[src/rtl/spi_master_engine.sv]
// =============================================================================
// spi_master_engine
// -----------------------------------------------------------------------------
// SPI master transfer engine. It shifts one DATA_W-bit frame out on MOSI while
// it shifts a frame in from MISO, MSB first. The SCLK half-period, the CPOL and
// CPHA mode and the chip-select gap after each frame are programmed per frame.
// All pad outputs come from registers clocked by clk_i. SCLK is never produced
// by gating clk_i.
//
// Frame sequence:
//   IDLE -> LEAD (1 tick, CS setup) -> XFER (2*DATA_W ticks, one SCLK edge
//   each) -> TRAIL (1 tick, CS hold) -> GAP (gap+1 cycles with CS high)
//   -> IDLE
// A tick occurs every div+1 clk_i cycles. From accept to done_o, a frame
// therefore takes 1 + (div+1)*(2*DATA_W+2) cycles.
//
// Optional build macro:
//   SPI_MASTER_LOOPBACK_EN - adds input loop_i. When loop_i is 1, the receive
//                            shifter samples the engine's own MOSI instead of
//                            miso_i.
//
// Ports:
//   clk_i      system clock
//   rst_n_i    asynchronous active-low reset
//   start_i    frame request, accepted only while busy_o = 0
//   data_i     TX word                          (latched on accept)
//   div_i      SCLK half-period minus 1         (latched on accept)
//   gap_i      CS-high gap minus 1              (latched on accept)
//   cpol_i     SCLK idle level (followed in IDLE, latched on accept)
//   cpha_i     0: sample on leading edge, 1: sample on trailing edge
//   miso_i     serial data from the slave
//   loop_i     (SPI_MASTER_LOOPBACK_EN only) internal loopback select
//   busy_o     high from the cycle after accept until the gap has elapsed
//   done_o     one-cycle pulse when rx_data_o carries a new word
//   rx_data_o  last received word
//   sclk_o     SPI clock
//   mosi_o     serial data to the slave
//   cs_n_o     active-low chip select
// =============================================================================
module spi_master_engine #(
    parameter int DATA_W = 8,
    parameter int DIV_W  = 8,
    parameter int GAP_W  = 4
) (
    input  logic              clk_i,
    input  logic              rst_n_i,
    input  logic              start_i,
    input  logic [DATA_W-1:0] data_i,
    input  logic [DIV_W-1:0]  div_i,
    input  logic [GAP_W-1:0]  gap_i,
    input  logic              cpol_i,
    input  logic              cpha_i,
    input  logic              miso_i,
`ifdef SPI_MASTER_LOOPBACK_EN
    input  logic              loop_i,
`endif
    output logic              busy_o,
    output logic              done_o,
    output logic [DATA_W-1:0] rx_data_o,
    output logic              sclk_o,
    output logic              mosi_o,
    output logic              cs_n_o
);

    localparam int EDGE_W = $clog2(2*DATA_W + 1);
    localparam logic [EDGE_W-1:0] LAST_EDGE = EDGE_W'(2*DATA_W);
    localparam logic [EDGE_W-1:0] EDGE_3    = EDGE_W'(3);

    typedef enum logic [2:0] {
        S_IDLE,
        S_LEAD,
        S_XFER,
        S_TRAIL,
        S_GAP
    } state_t;

    state_t state;
    state_t next_state;

    // Copies of the configuration, latched when a frame is accepted.
    logic [DIV_W-1:0]  div_l;
    logic [GAP_W-1:0]  gap_l;
    logic              cpol_l;
    logic              cpha_l;

    logic [DIV_W-1:0]  tick_cnt;
    logic [GAP_W-1:0]  gap_cnt;
    logic [EDGE_W-1:0] edge_cnt;
    logic [EDGE_W-1:0] edge_next;

    logic [DATA_W-1:0] tx_sr;
    logic [DATA_W-1:0] rx_sr;

    logic tick;
    logic accept;
    logic do_edge;
    logic finish;
    logic gap_end;
    logic odd_edge;
    logic sample_now;
    logic shift_now;
    logic sample_bit;

    // MOSI is the MSB of the transmit shifter. That shifter is a register, so
    // the pin is driven straight from a flop. Reset clears the shifter, so
    // MOSI also resets to 0.
    assign mosi_o = tx_sr[DATA_W-1];

`ifdef SPI_MASTER_LOOPBACK_EN
    assign sample_bit = loop_i ? tx_sr[DATA_W-1] : miso_i;
`else
    assign sample_bit = miso_i;
`endif

    // Decode SCLK edges. edge_next is the 1-based index of the edge that the
    // current tick produces. Odd indices are leading edges. With CPHA=1 the
    // MSB already sits on MOSI from accept, so the first leading edge does not
    // shift. With CPHA=0 the last trailing edge does not shift, so the last
    // bit stays on MOSI.
    always_comb begin
        tick       = (tick_cnt == '0);
        edge_next  = edge_cnt + EDGE_W'(1);
        odd_edge   = edge_next[0];
        sample_now = 1'b0;
        shift_now  = 1'b0;
        if (do_edge) begin
            if (cpha_l) begin
                sample_now = !odd_edge;
                shift_now  = odd_edge && (edge_next >= EDGE_3);
            end else begin
                sample_now = odd_edge;
                shift_now  = !odd_edge && (edge_next != LAST_EDGE);
            end
        end
    end

    // State register.
    always_ff @(posedge clk_i or negedge rst_n_i) begin
        if (!rst_n_i) begin
            state <= S_IDLE;
        end else begin
            state <= next_state;
        end
    end

    // Next-state logic plus the one-cycle strobes that drive the datapath.
    always_comb begin
        next_state = state;
        accept     = 1'b0;
        do_edge    = 1'b0;
        finish     = 1'b0;
        gap_end    = 1'b0;
        unique case (state)
            S_IDLE: begin
                if (start_i) begin
                    accept     = 1'b1;
                    next_state = S_LEAD;
                end
            end
            S_LEAD: begin
                if (tick) begin
                    next_state = S_XFER;
                end
            end
            S_XFER: begin
                if (tick) begin
                    do_edge = 1'b1;
                    if (edge_next == LAST_EDGE) begin
                        next_state = S_TRAIL;
                    end
                end
            end
            S_TRAIL: begin
                if (tick) begin
                    finish     = 1'b1;
                    next_state = S_GAP;
                end
            end
            S_GAP: begin
                if (gap_cnt == '0) begin
                    gap_end    = 1'b1;
                    next_state = S_IDLE;
                end
            end
            default: next_state = S_IDLE;
        endcase
    end

    // Latch the frame configuration when a frame is accepted. Inputs that
    // change during a frame have no effect until the next accept.
    always_ff @(posedge clk_i or negedge rst_n_i) begin
        if (!rst_n_i) begin
            div_l  <= '0;
            gap_l  <= '0;
            cpol_l <= 1'b0;
            cpha_l <= 1'b0;
        end else if (accept) begin
            div_l  <= div_i;
            gap_l  <= gap_i;
            cpol_l <= cpol_i;
            cpha_l <= cpha_i;
        end
    end

    // Timing counters. The tick counter starts at div_i on accept. It runs
    // only in the states that pace SCLK, and it reloads each time it reaches
    // 0. The edge counter stops at 2*DATA_W because XFER exits on that edge.
    always_ff @(posedge clk_i or negedge rst_n_i) begin
        if (!rst_n_i) begin
            tick_cnt <= '0;
            edge_cnt <= '0;
            gap_cnt  <= '0;
        end else begin
            if (accept) begin
                tick_cnt <= div_i;
                edge_cnt <= '0;
            end else if (state == S_LEAD || state == S_XFER || state == S_TRAIL) begin
                tick_cnt <= tick ? div_l : (tick_cnt - DIV_W'(1));
            end
            if (do_edge) begin
                edge_cnt <= edge_next;
            end
            if (finish) begin
                gap_cnt <= gap_l;
            end else if (state == S_GAP && !gap_end) begin
                gap_cnt <= gap_cnt - GAP_W'(1);
            end
        end
    end

    // Transmit and receive shift registers. Both shift MSB first.
    always_ff @(posedge clk_i or negedge rst_n_i) begin
        if (!rst_n_i) begin
            tx_sr <= '0;
            rx_sr <= '0;
        end else begin
            if (accept) begin
                tx_sr <= data_i;
            end else if (shift_now) begin
                tx_sr <= {tx_sr[DATA_W-2:0], 1'b0};
            end
            if (sample_now) begin
                rx_sr <= {rx_sr[DATA_W-2:0], sample_bit};
            end
        end
    end

    // Pad and handshake outputs. In IDLE, SCLK follows cpol_i so the bus
    // already idles at the right level before the next frame. After the last
    // edge, SCLK holds the latched polarity.
    always_ff @(posedge clk_i or negedge rst_n_i) begin
        if (!rst_n_i) begin
            busy_o    <= 1'b0;
            done_o    <= 1'b0;
            rx_data_o <= '0;
            sclk_o    <= 1'b0;
            cs_n_o    <= 1'b1;
        end else begin
            done_o <= 1'b0;
            if (state == S_IDLE) begin
                sclk_o <= cpol_i;
            end else if (do_edge) begin
                sclk_o <= ~sclk_o;
            end else if (state == S_TRAIL || state == S_GAP) begin
                sclk_o <= cpol_l;
            end
            if (accept) begin
                busy_o <= 1'b1;
                cs_n_o <= 1'b0;
            end
            if (finish) begin
                cs_n_o    <= 1'b1;
                rx_data_o <= rx_sr;
                done_o    <= 1'b1;
            end
            if (gap_end) begin
                busy_o <= 1'b0;
            end
        end
    end

endmodule

[config.mk]
export PLATFORM = sky130hd
export DESIGN_NAME = spi_master_engine
export DESIGN_NICKNAME = d
export VERILOG_FILES = /design/src/rtl/spi_master_engine.sv
export SDC_FILE = /design/constraint.sdc
export NUM_CORES = 1
export LEC_CHECK = 0
export ABC_CLOCK_PERIOD_IN_PS = 3000
export CAP_MARGIN = 20
export CORE_MARGIN = 4
export CORE_UTILIZATION = 50
export DETAILED_ROUTE_END_ITERATION = 10
export GPL_ROUTABILITY_DRIVEN = 0
export GPL_TIMING_DRIVEN = 0
export PLACE_DENSITY = 0.77
export SETUP_SLACK_MARGIN = 0.15
export SKIP_LAST_GASP = 1
export SYNTH_ARGS = -nofsm -noshare
export SYNTH_HDL_FRONTEND = slang
export SYNTH_SLANG_ARGS = --single-unit
[constraint.sdc]
create_clock -name clk_i -period 3 [get_ports clk_i]
set_input_delay 0.9 -clock clk_i [delete_from_list [all_inputs] [get_ports clk_i]]
set_output_delay 0.9 -clock clk_i [all_outputs]
set_load 0.02 [all_outputs]
After elaboration in Yosys (flattened, before gate mapping). Cells that the tools add are included.

Flip-flop bits (word level): 62. Latch bits: 0. Bits in writable memories: 0. ROM bits: 0. Input port bits: 26. Logic and storage cells: 86. Memories kept: 0.

Add/subtract/negate cells: 3. Multiply operators: 0. Div/mod/pow operators: 0. $lt $le $gt $ge: 1. Eq/ne operators: 12. Shift-type cells: 0. Muxes and demuxes: 35. Bitwise gates (word level): 1. Reduce and logical (&&, ||, !) cells: 19.

Operators with widths (number): 8-bit two-way mux (5); 1-bit two-way mux (19); 3-bit two-way mux (6); 3-bit one-hot mux with 5 select lines (1); 2-bit inequality test (second input constant) (6); 2-bit nonzero test (6); 5-bit two-way mux (2); 8-bit logical NOT (1); 4-bit two-way mux (2); 8-bit by 1-bit subtractor with 8-bit output (second input constant) (1); 3-bit by 2-bit == test with 1-bit output (second input constant) (2); 6-bit AND reduction (1); 5-bit by 1-bit adder with 5-bit output (second input constant) (1); 5-bit == test (second input constant) (1); 5-bit by 2-bit greater-or-equal comparator with 1-bit output (second input constant) (1); 5-bit inequality test (second input constant) (1); 4-bit logical NOT (1); 4-bit by 1-bit subtractor with 4-bit output (second input constant) (1); 3-bit by 1-bit == test with 1-bit output (second input constant) (1); 3-bit == test (second input constant) (1); 1-bit logical AND (3); 3-bit logical NOT (1); 1-bit logical OR (3); 3-bit nonzero test (1); 2 further kinds (3).

Logic depth before layout (Yosys ltp). Gate-level depths: netlist of the first run.

Word-level depth: 7. Depth in mapped cells: 9. Gate-level depth less buffers: 7.

Worst setup path before layout of the first run. OpenSTA, ideal clock, no wires.

Kind: reg-to-reg. From: register tick_cnt[0]. To: register tx_sr[1]. Data arrival time: 2.019 ns. Required time: 2.875 ns. Path slack: 0.856 ns. Stages on the path, launching flop included: 8. Path buffers: 0. Period minus slack after synthesis: 2.144 ns. Cell sequence: dfrtp_1 > inv_1 > ha_1 > or3b_2 > nor2_4 > a21oi_2 > a31oi_4 > mux2_2.

Word-level cells in the longest chain between the ends: 5.

Ends and longest elaborated chain: start: declaration (line 86) `logic [DIV_W-1:0] tick_cnt;`; start signal: assignment (line 215) `tick_cnt <= div_i;`; start signal: assignment (line 218) `tick_cnt <= tick ? div_l : (tick_cnt - DIV_W'(1));`; 8-bit logical NOT (line 121) `tick = (tick_cnt == '0);`; 1-bit two-way mux (line 166) `if (tick) begin`; 1-bit two-way mux (line 153) `unique case (state)`; 1-bit two-way mux (line 126) `if (do_edge) begin`; 2-bit nonzero test (no source line); end signal: assignment (line 238) `tx_sr <= data_i;`; end signal: assignment (line 240) `tx_sr <= {tx_sr[DATA_W-2:0], 1'b0};`; end: declaration (line 91) `logic [DATA_W-1:0] tx_sr;`.

Every way passes these cells. A chain may end at the register's enable or synchronous reset.

Final worst setup path of the first run.
From: register tick_cnt[0]. To: register state[0].

Word-level cells in the longest chain between the ends: 3. Elaborated cells between the ends (all ways): 5. Classes of those cells: eq/ne: 3; reduce/logical: 2.

Ends and longest elaborated chain: 8-bit logical NOT (*) (line 121); 2-bit inequality test (no source line); 6-bit AND reduction (no source line) (*); end signal: assignment (line 142) `state <= next_state;`; end: declaration (line 77) `state_t state;`.

Mark *: on every way between the ends. The rest lies on a longest branch, timed or not.

==> metrics, run 1 <==
status=finished clean; vias in the first global route=2,434; Slew headroom=57.3%; Data arrival, critical path=2830 ps; final hold viol count=0; die width=85.8 um; Design Area, Final=3730 um2; initial antenna violation count=0; drt drc=0; Clock Tree Buf Depth=2; register bit total from synthesis=62; NumNets Final=407; static leakage=0.00178 uW; Initial Utilization=51.4%; Post-synth EDFFs=0; initial DRC count=160; setup bufs post-CTS=0; Resized Gates After CTS=0; sw power=836 uW; pin count of the biggest net entering global routing=42; CP max stage cell=nor3b_1; Worst setup SP type=register; Synthesized Nets=357; Synth top area share=50.5%; Clock Latency Late Sink=350 ps; post-placement setup slack=105 ps; Worst-Margin Slew=638 ps; Worst EP required=3250 ps; Area growth syn-to-layout=23.5%; Reg-to-Reg End=state[0]$_DFFE_PN0P_; Cell Int Power=1810 uW; Synth Flop Type=dfrtp_1; CP max FO=10; first-pass GRT wire length=11,300 um; wire per inst=14.6 um; H-tree Lvls=3; final-layout fill cell count=491; IO Count=39; syn avg cell area=9.28 um2; Max-Cap Viols=0; end of the worst hold path=div_l[5]$_DFFE_PN0P_; clk_skew=12.9 ps; Clock Root Buffer=clkbuf_8; Mapped Cells=326; final setup TNS=0 ps; worst ir drop on vdd=0.000476 V; vias per cell=5.48; Sink Count=62; Worst setup EP type=register; die area=7360 um2; gr ovfl total=0; sequential power share=45.5%; power density over the cells=710 nW/um2; net switching fraction of the power=31.5%; Final WS setup=428 ps; CP Class=reg2reg; Buffers on Ports=38; CP Cell Sequence=inv_1, ha_1, nor3b_1, nand2_1, o31ai_1, a31oi_1, a211oi_1; Worst Hold Class=reg2reg; worst hold start=div_l[5]$_DFFE_PN0P_; Netlist cell types=46; ANT nets after route=0; sequential area share after synthesis=51.3%; row count=28; minimum period implied by the final worst setup slack=2570 ps; Core Box Area=5890 um2; highest clock rate=0.389 GHz; Clk pwr share=30.8%; layout cells sized above 1=13.4%; total number of vias=2,498; Reg2Reg Setup Slack=430 ps; CP max stage delay=560 ps; Yosys warning count=0; post-DP HPWL=4690 um; Combinational Power Share=23.7%; die height=85.8 um; Initial DRT Pass Iterations=4; GRT Overall Usage=19.7%; ANT cells=0; setup violators final=0; Worst Reg-to-Reg Cells=7; clk slew on worst S/H paths=70 ps; Final Max Tran Viols=0; Hold Path Depth=2; Num CTS Buffers=9; period utilisation layout=85.7%; cell area after synthesis=3020 um2; Hold WS=470 ps; hold_buf cts=0; dpl cell area=3510 um2; Routed Wire Length=6660 um; Synth area leader=dfrtp_1; Synth area leaders=dfrtp_1 (50%), nand2_1 (12%), mux2_2 (5.2%); unrepaired setup endpoints after global routing=no; ys async rst share=100%; CTS tree=done; RR Startpoint=tick_cnt[0]$_DFFE_PN0P_
[stage by stage]
stage / cells / power (uW) / utilization, %
after floorplan: 326 / 1630 / -
after global placement: 439 / 1800 / 59.4
after detailed placement: 440 / 1840 / 59.7
after CTS: 456 / 2660 / 63.4
after global routing: 456 / 2830 / 63.4
final: 456 / 2650 / 63.4
[per-layer routing]
| layer | GRT usage (%) | share of wire (%) | wire length (um) | up-vias |
|---|---|---|---|---|
| met1 | 25.7 | 45 | 2970 | 1210 |
| met5 | 0 | 0 | 0 | - |
| li1 | - | - | - | 1213 |
| met2 | 31.4 | 49 | 3260 | 65 |
| met4 | 9.35 | 1.7 | 114 | 0 |
| met3 | 4.03 | 4.7 | 316 | 10 |
[layout by cell type, fill, tap and decap left out, types with 2 or more instances in the layout]
| cell type | Yosys | final |
|---|---|---|
| bufinv_16 | 0 | 2 |
| a31o_2 | 5 | 5 |
| nand3_1 | 6 | 6 |
| clkinv_2 | 0 | 2 |
| and2_1 | 2 | 2 |
| xnor2_1 | 2 | 2 |
| o211ai_1 | 3 | 3 |
| clkdlybuf4s50_1 | 0 | 37 |
| clkbuf_8 | 0 | 9 |
| a21oi_1 | 12 | 12 |
| dfrtp_1 | 61 | 61 |
| nor3b_1 | 3 | 3 |
| clkbuf_1 | 7 | 7 |
| clkinv_4 | 0 | 2 |
| a211oi_1 | 3 | 3 |
| nor2_1 | 20 | 20 |
| nand2b_1 | 3 | 3 |
| nand3b_1 | 3 | 3 |
| nor3_1 | 6 | 6 |
| ha_1 | 5 | 5 |
| or3b_2 | 2 | 2 |
| inv_1 | 12 | 12 |
| a31oi_1 | 5 | 5 |
| buf_1 | 2 | 2 |
| mux2_2 | 14 | 14 |
| nand2_1 | 100 | 100 |
| buf_2 | 3 | 4 |
| xor2_1 | 5 | 5 |
| o21ai_0 | 18 | 18 |
| o22ai_1 | 2 | 2 |
| o22a_1 | 2 | 2 |
[how the worst max path moves through the flow]
stage | end | slack [ps] | cells past startpoint | from
after floorplan | tx_sr[1]$_DFFE_PN0P_ | 860 | 7 | tick_cnt[0]$_DFFE_PN0P_
after global placement | tick_cnt[5]$_DFFE_PN0P_ | -920 | 1 | rst_n_i
final | state[0]$_DFFE_PN0P_ | 430 | 7 | tick_cnt[0]$_DFFE_PN0P_
after detailed placement | tick_cnt[0]$_DFFE_PN0P_ | 110 | 5 | start_i
after global routing | state[0]$_DFFE_PN0P_ | 230 | 7 | tick_cnt[0]$_DFFE_PN0P_
after CTS | state[0]$_DFFE_PN0P_ | 450 | 7 | tick_cnt[0]$_DFFE_PN0P_
[power by group through the flow]
stage / clock network [uW] / logic, uW / registers [uW]
2_1_floorplan: 0 / 444 / 1190
3_3_place_gp: 0 / 598 / 1200
3_5_place_dp: 0 / 622 / 1220
4_1_cts: 828 / 633 / 1200
5_1_grt: 879 / 707 / 1240
6_report: 816 / 627 / 1210
[cell usage after synthesis, types with 3 or more instances]
master / number
inv_1: 12
o211ai_1: 3
nor3b_1: 3
a211oi_1: 3
buf_2: 3
xor2_1: 5
nand3_1: 6
a21oi_1: 12
nand3b_1: 3
o21ai_0: 18
ha_1: 5
a31o_2: 5
nand2_1: 100
clkbuf_1: 7
nor3_1: 6
a31oi_1: 5
mux2_2: 14
dfrtp_1: 61
nand2b_1: 3
nor2_1: 20
[kinds of logic after synthesis]
logic type      after synthesis  synth area share [%]
compound gates               58                  12.6
xor+xnor                      7                  2.03
fa+ha+maj                     5                  2.07
buf+inv                      24                  3.10
flops                        62                  51.3
mux                          15                  5.59
simple gates                155                  23.3
[critical path, delay by kind of cell (launching register included)]
family / cells / cell delay [ps]
AO/OA/AOI/OAI: 3 / 790
AND/OR/NAND/NOR: 2 / 950
adder cells (fa/ha/maj): 1 / 200
buffers and inverters: 1 / 100
flip-flops: 1 / 440
[state kept, by name, summed over array words and instances, names as in the netlist, 3 cells and up]
name,cells
div_l,8
rx_data_o,8
rx_sr,8
tick_cnt,8
tx_sr,8
edge_cnt,5
gap_cnt,4
gap_l,4
state,3
[final cells by class]
type / instances / area [um2] / area share, %
plain buffers: 12 / 48.8 / 1.31
repair buffers: 39 / 395 / 10.6
inverters: 12 / 45.0 / 1.21
flip-flops and latches: 62 / 1550 / 41.6
well taps: 75 / 93.8 / 2.51
multi-input cells: 240 / 1380 / 36.9
clock inverters: 7 / 96.3 / 2.58
clock buffers: 9 / 124 / 3.32
Note: power is estimated with default switching activity, not from simulation.
==> inputs of run 2 (changes only) <==
--- a/config.mk
+++ b/config.mk
@@ -8,11 +8,11 @@
 export ABC_CLOCK_PERIOD_IN_PS = 3000
 export CAP_MARGIN = 20
 export CORE_MARGIN = 4
-export CORE_UTILIZATION = 50
+export CORE_UTILIZATION = 55
 export DETAILED_ROUTE_END_ITERATION = 10
 export GPL_ROUTABILITY_DRIVEN = 0
 export GPL_TIMING_DRIVEN = 0
-export PLACE_DENSITY = 0.77
+export PLACE_DENSITY = 0.83
 export SETUP_SLACK_MARGIN = 0.15
 export SKIP_LAST_GASP = 1
 export SYNTH_ARGS = -nofsm -noshare
==> run 2 against run 1 <==
Against the previous run:
- core utilization is 8.0 points higher
- combinational power hardly changed
- flip-flop and latch count stayed put
- sequential power hardly changed
- maximum frequency is 0.26% lower
- critical endpoint unchanged
- global-route usage is 2.5 points higher
- worst hold slack worse by 3.5 ps
==> metrics, run 2 (synthesis gave the netlist of run 1 again) <==
status=finished clean; Worst path depth=7; pin count of the biggest net entering global routing=36; CTS tree=done; clk slew on worst S/H paths=70 ps; ANT nets after route=0; static leakage=0.00176 uW; clk_skew=7.43 ps; Routed Wire Length=6640 um; Reg-to-Reg End=state[0]$_DFFE_PN0P_; Max-Cap Viols=0; power density over the cells=699 nW/um2; highest clock rate=0.388 GHz; CP max stage cell=nor3b_1; CP Cell Sequence=inv_1, ha_1, nor3b_1, nand2_1, o31ai_1, a31oi_1, a211oi_1; Final WS setup=421 ps; Hold WS=466 ps; Data arrival, critical path=2840 ps; period utilisation layout=86.0%; hold_buf cts=0; end of the worst hold path=cs_n_o$_DFFE_PN1P_; minimum period implied by the final worst setup slack=2580 ps; Worst EP required=3260 ps; Worst setup SP type=register; worst ir drop on vdd=0.000472 V; Buffers on Ports=38; Worst Reg-to-Reg Cells=7; die area=6750 um2; H-tree Lvls=3; most common cell after layout, fill and taps aside=nand2_1; setup violators final=0; Resized Gates After CTS=0; layout cells sized above 1=13.4%; CP Class=reg2reg; Initial Utilization=58.1%; unrepaired setup endpoints after global routing=no; most frequent cells in the layout=nand2_1 (100), dfrtp_1 (61), clkdlybuf4s50_1 (37); total number of vias=2,481; vias per cell=5.50; CP max FO=10; GRT Overall Usage=22.1%; final design utilization=71.4%; post-DP HPWL=4630 um; first-pass GRT wire length=11,100 um; initial DRC count=205; Worst setup EP type=register; post-placement setup slack=156 ps; setup bufs post-CTS=0; Worst-Margin Slew=666 ps; Hold Path Depth=2; Clock Root Buffer=clkbuf_8; IO Count=39; Worst Hold Class=reg2reg; final hold viol count=0; Clock Latency Late Sink=340 ps; RR Startpoint=tick_cnt[0]$_DFFE_PN0P_; final setup TNS=0 ps; initial antenna violation count=0; NumNets Final=407; Area growth syn-to-layout=22.9%; gr ovfl total=0; Sink Count=62; Initial DRT Pass Iterations=4; Slew headroom=55.5%; die height=82.2 um; row count=26; Core Box Area=5200 um2; ANT cells=0; worst hold start=cs_n_o$_DFFE_PN1P_; wire per inst=14.7 um; final-layout fill cell count=411; CP max stage delay=580 ps; Num CTS Buffers=9; vias in the first global route=2,407; die width=82.2 um; CP bufs+invs=1; Clock Tree Buf Depth=2; drt drc=0; Reg2Reg Setup Slack=420 ps; critical path's top delay family=simple AND/OR/NAND/NOR gates; Final Max Tran Viols=0
==> run 2: final cells by class <==
type	instances	area, um2	share of cell area, %
Clock buffer	11	151	4.07
Timing Repair Buffer	39	395	10.6
Sequential cell	62	1550	41.8
Tap cell	70	87.6	2.36
Inverter	12	45.0	1.21
Multi-Input combinational cell	240	1380	37.1
Clock inverter	5	57.6	1.55
Buffer	12	48.8	1.31
==> run 2: worst max-delay path by stage <==
| stage | startpoint | end | slack (ps) |
|---|---|---|---|
| 2_1_floorplan | tick_cnt[0]$_DFFE_PN0P_ | tx_sr[1]$_DFFE_PN0P_ | 860 |
| 3_3_place_gp | rst_n_i | done_o$_DFF_PN0_ | -930 |
| 3_5_place_dp | start_i | tick_cnt[0]$_DFFE_PN0P_ | 160 |
| 4_1_cts | tick_cnt[0]$_DFFE_PN0P_ | state[0]$_DFFE_PN0P_ | 490 |
| 5_1_grt | tick_cnt[0]$_DFFE_PN0P_ | state[0]$_DFFE_PN0P_ | 250 |
| 6_report | tick_cnt[0]$_DFFE_PN0P_ | state[0]$_DFFE_PN0P_ | 420 |
==> run 2: stage by stage <==
| stage | std cells | total power [uW] | area, um2 |
|---|---|---|---|
| finish | 451 | 2600 | 3720 |
| CTS | 451 | 2610 | 3720 |
| detailed placement | 435 | 1840 | 3510 |
| global placement | 434 | 1800 | 3490 |
| global route | 451 | 2750 | 3720 |
| floorplan | 326 | 1630 | 3020 |
==> run 2: report_power, final <==
part / internal [uW] / leakage, uW / switching, uW
combinational: 312 / 0.000863 / 318
sequential: 1030 / 0.000799 / 178
clock: 427 / 0.0000976 / 329
==> run 2: worst min-delay path, stage by stage, from the launching register on <==
cell,delay (ps)
dfstp_2,370
nand2_1,50
nand2_1,50
==> run 2: routing by layer <==
metal	global-route usage (%)	routed length, um	vias to the layer above
met2	35.0	3200	65
li1	-	-	1208
met4	8.64	127	0
met3	7.16	437	14
met5	0	0	-
met1	28.3	2870	1194
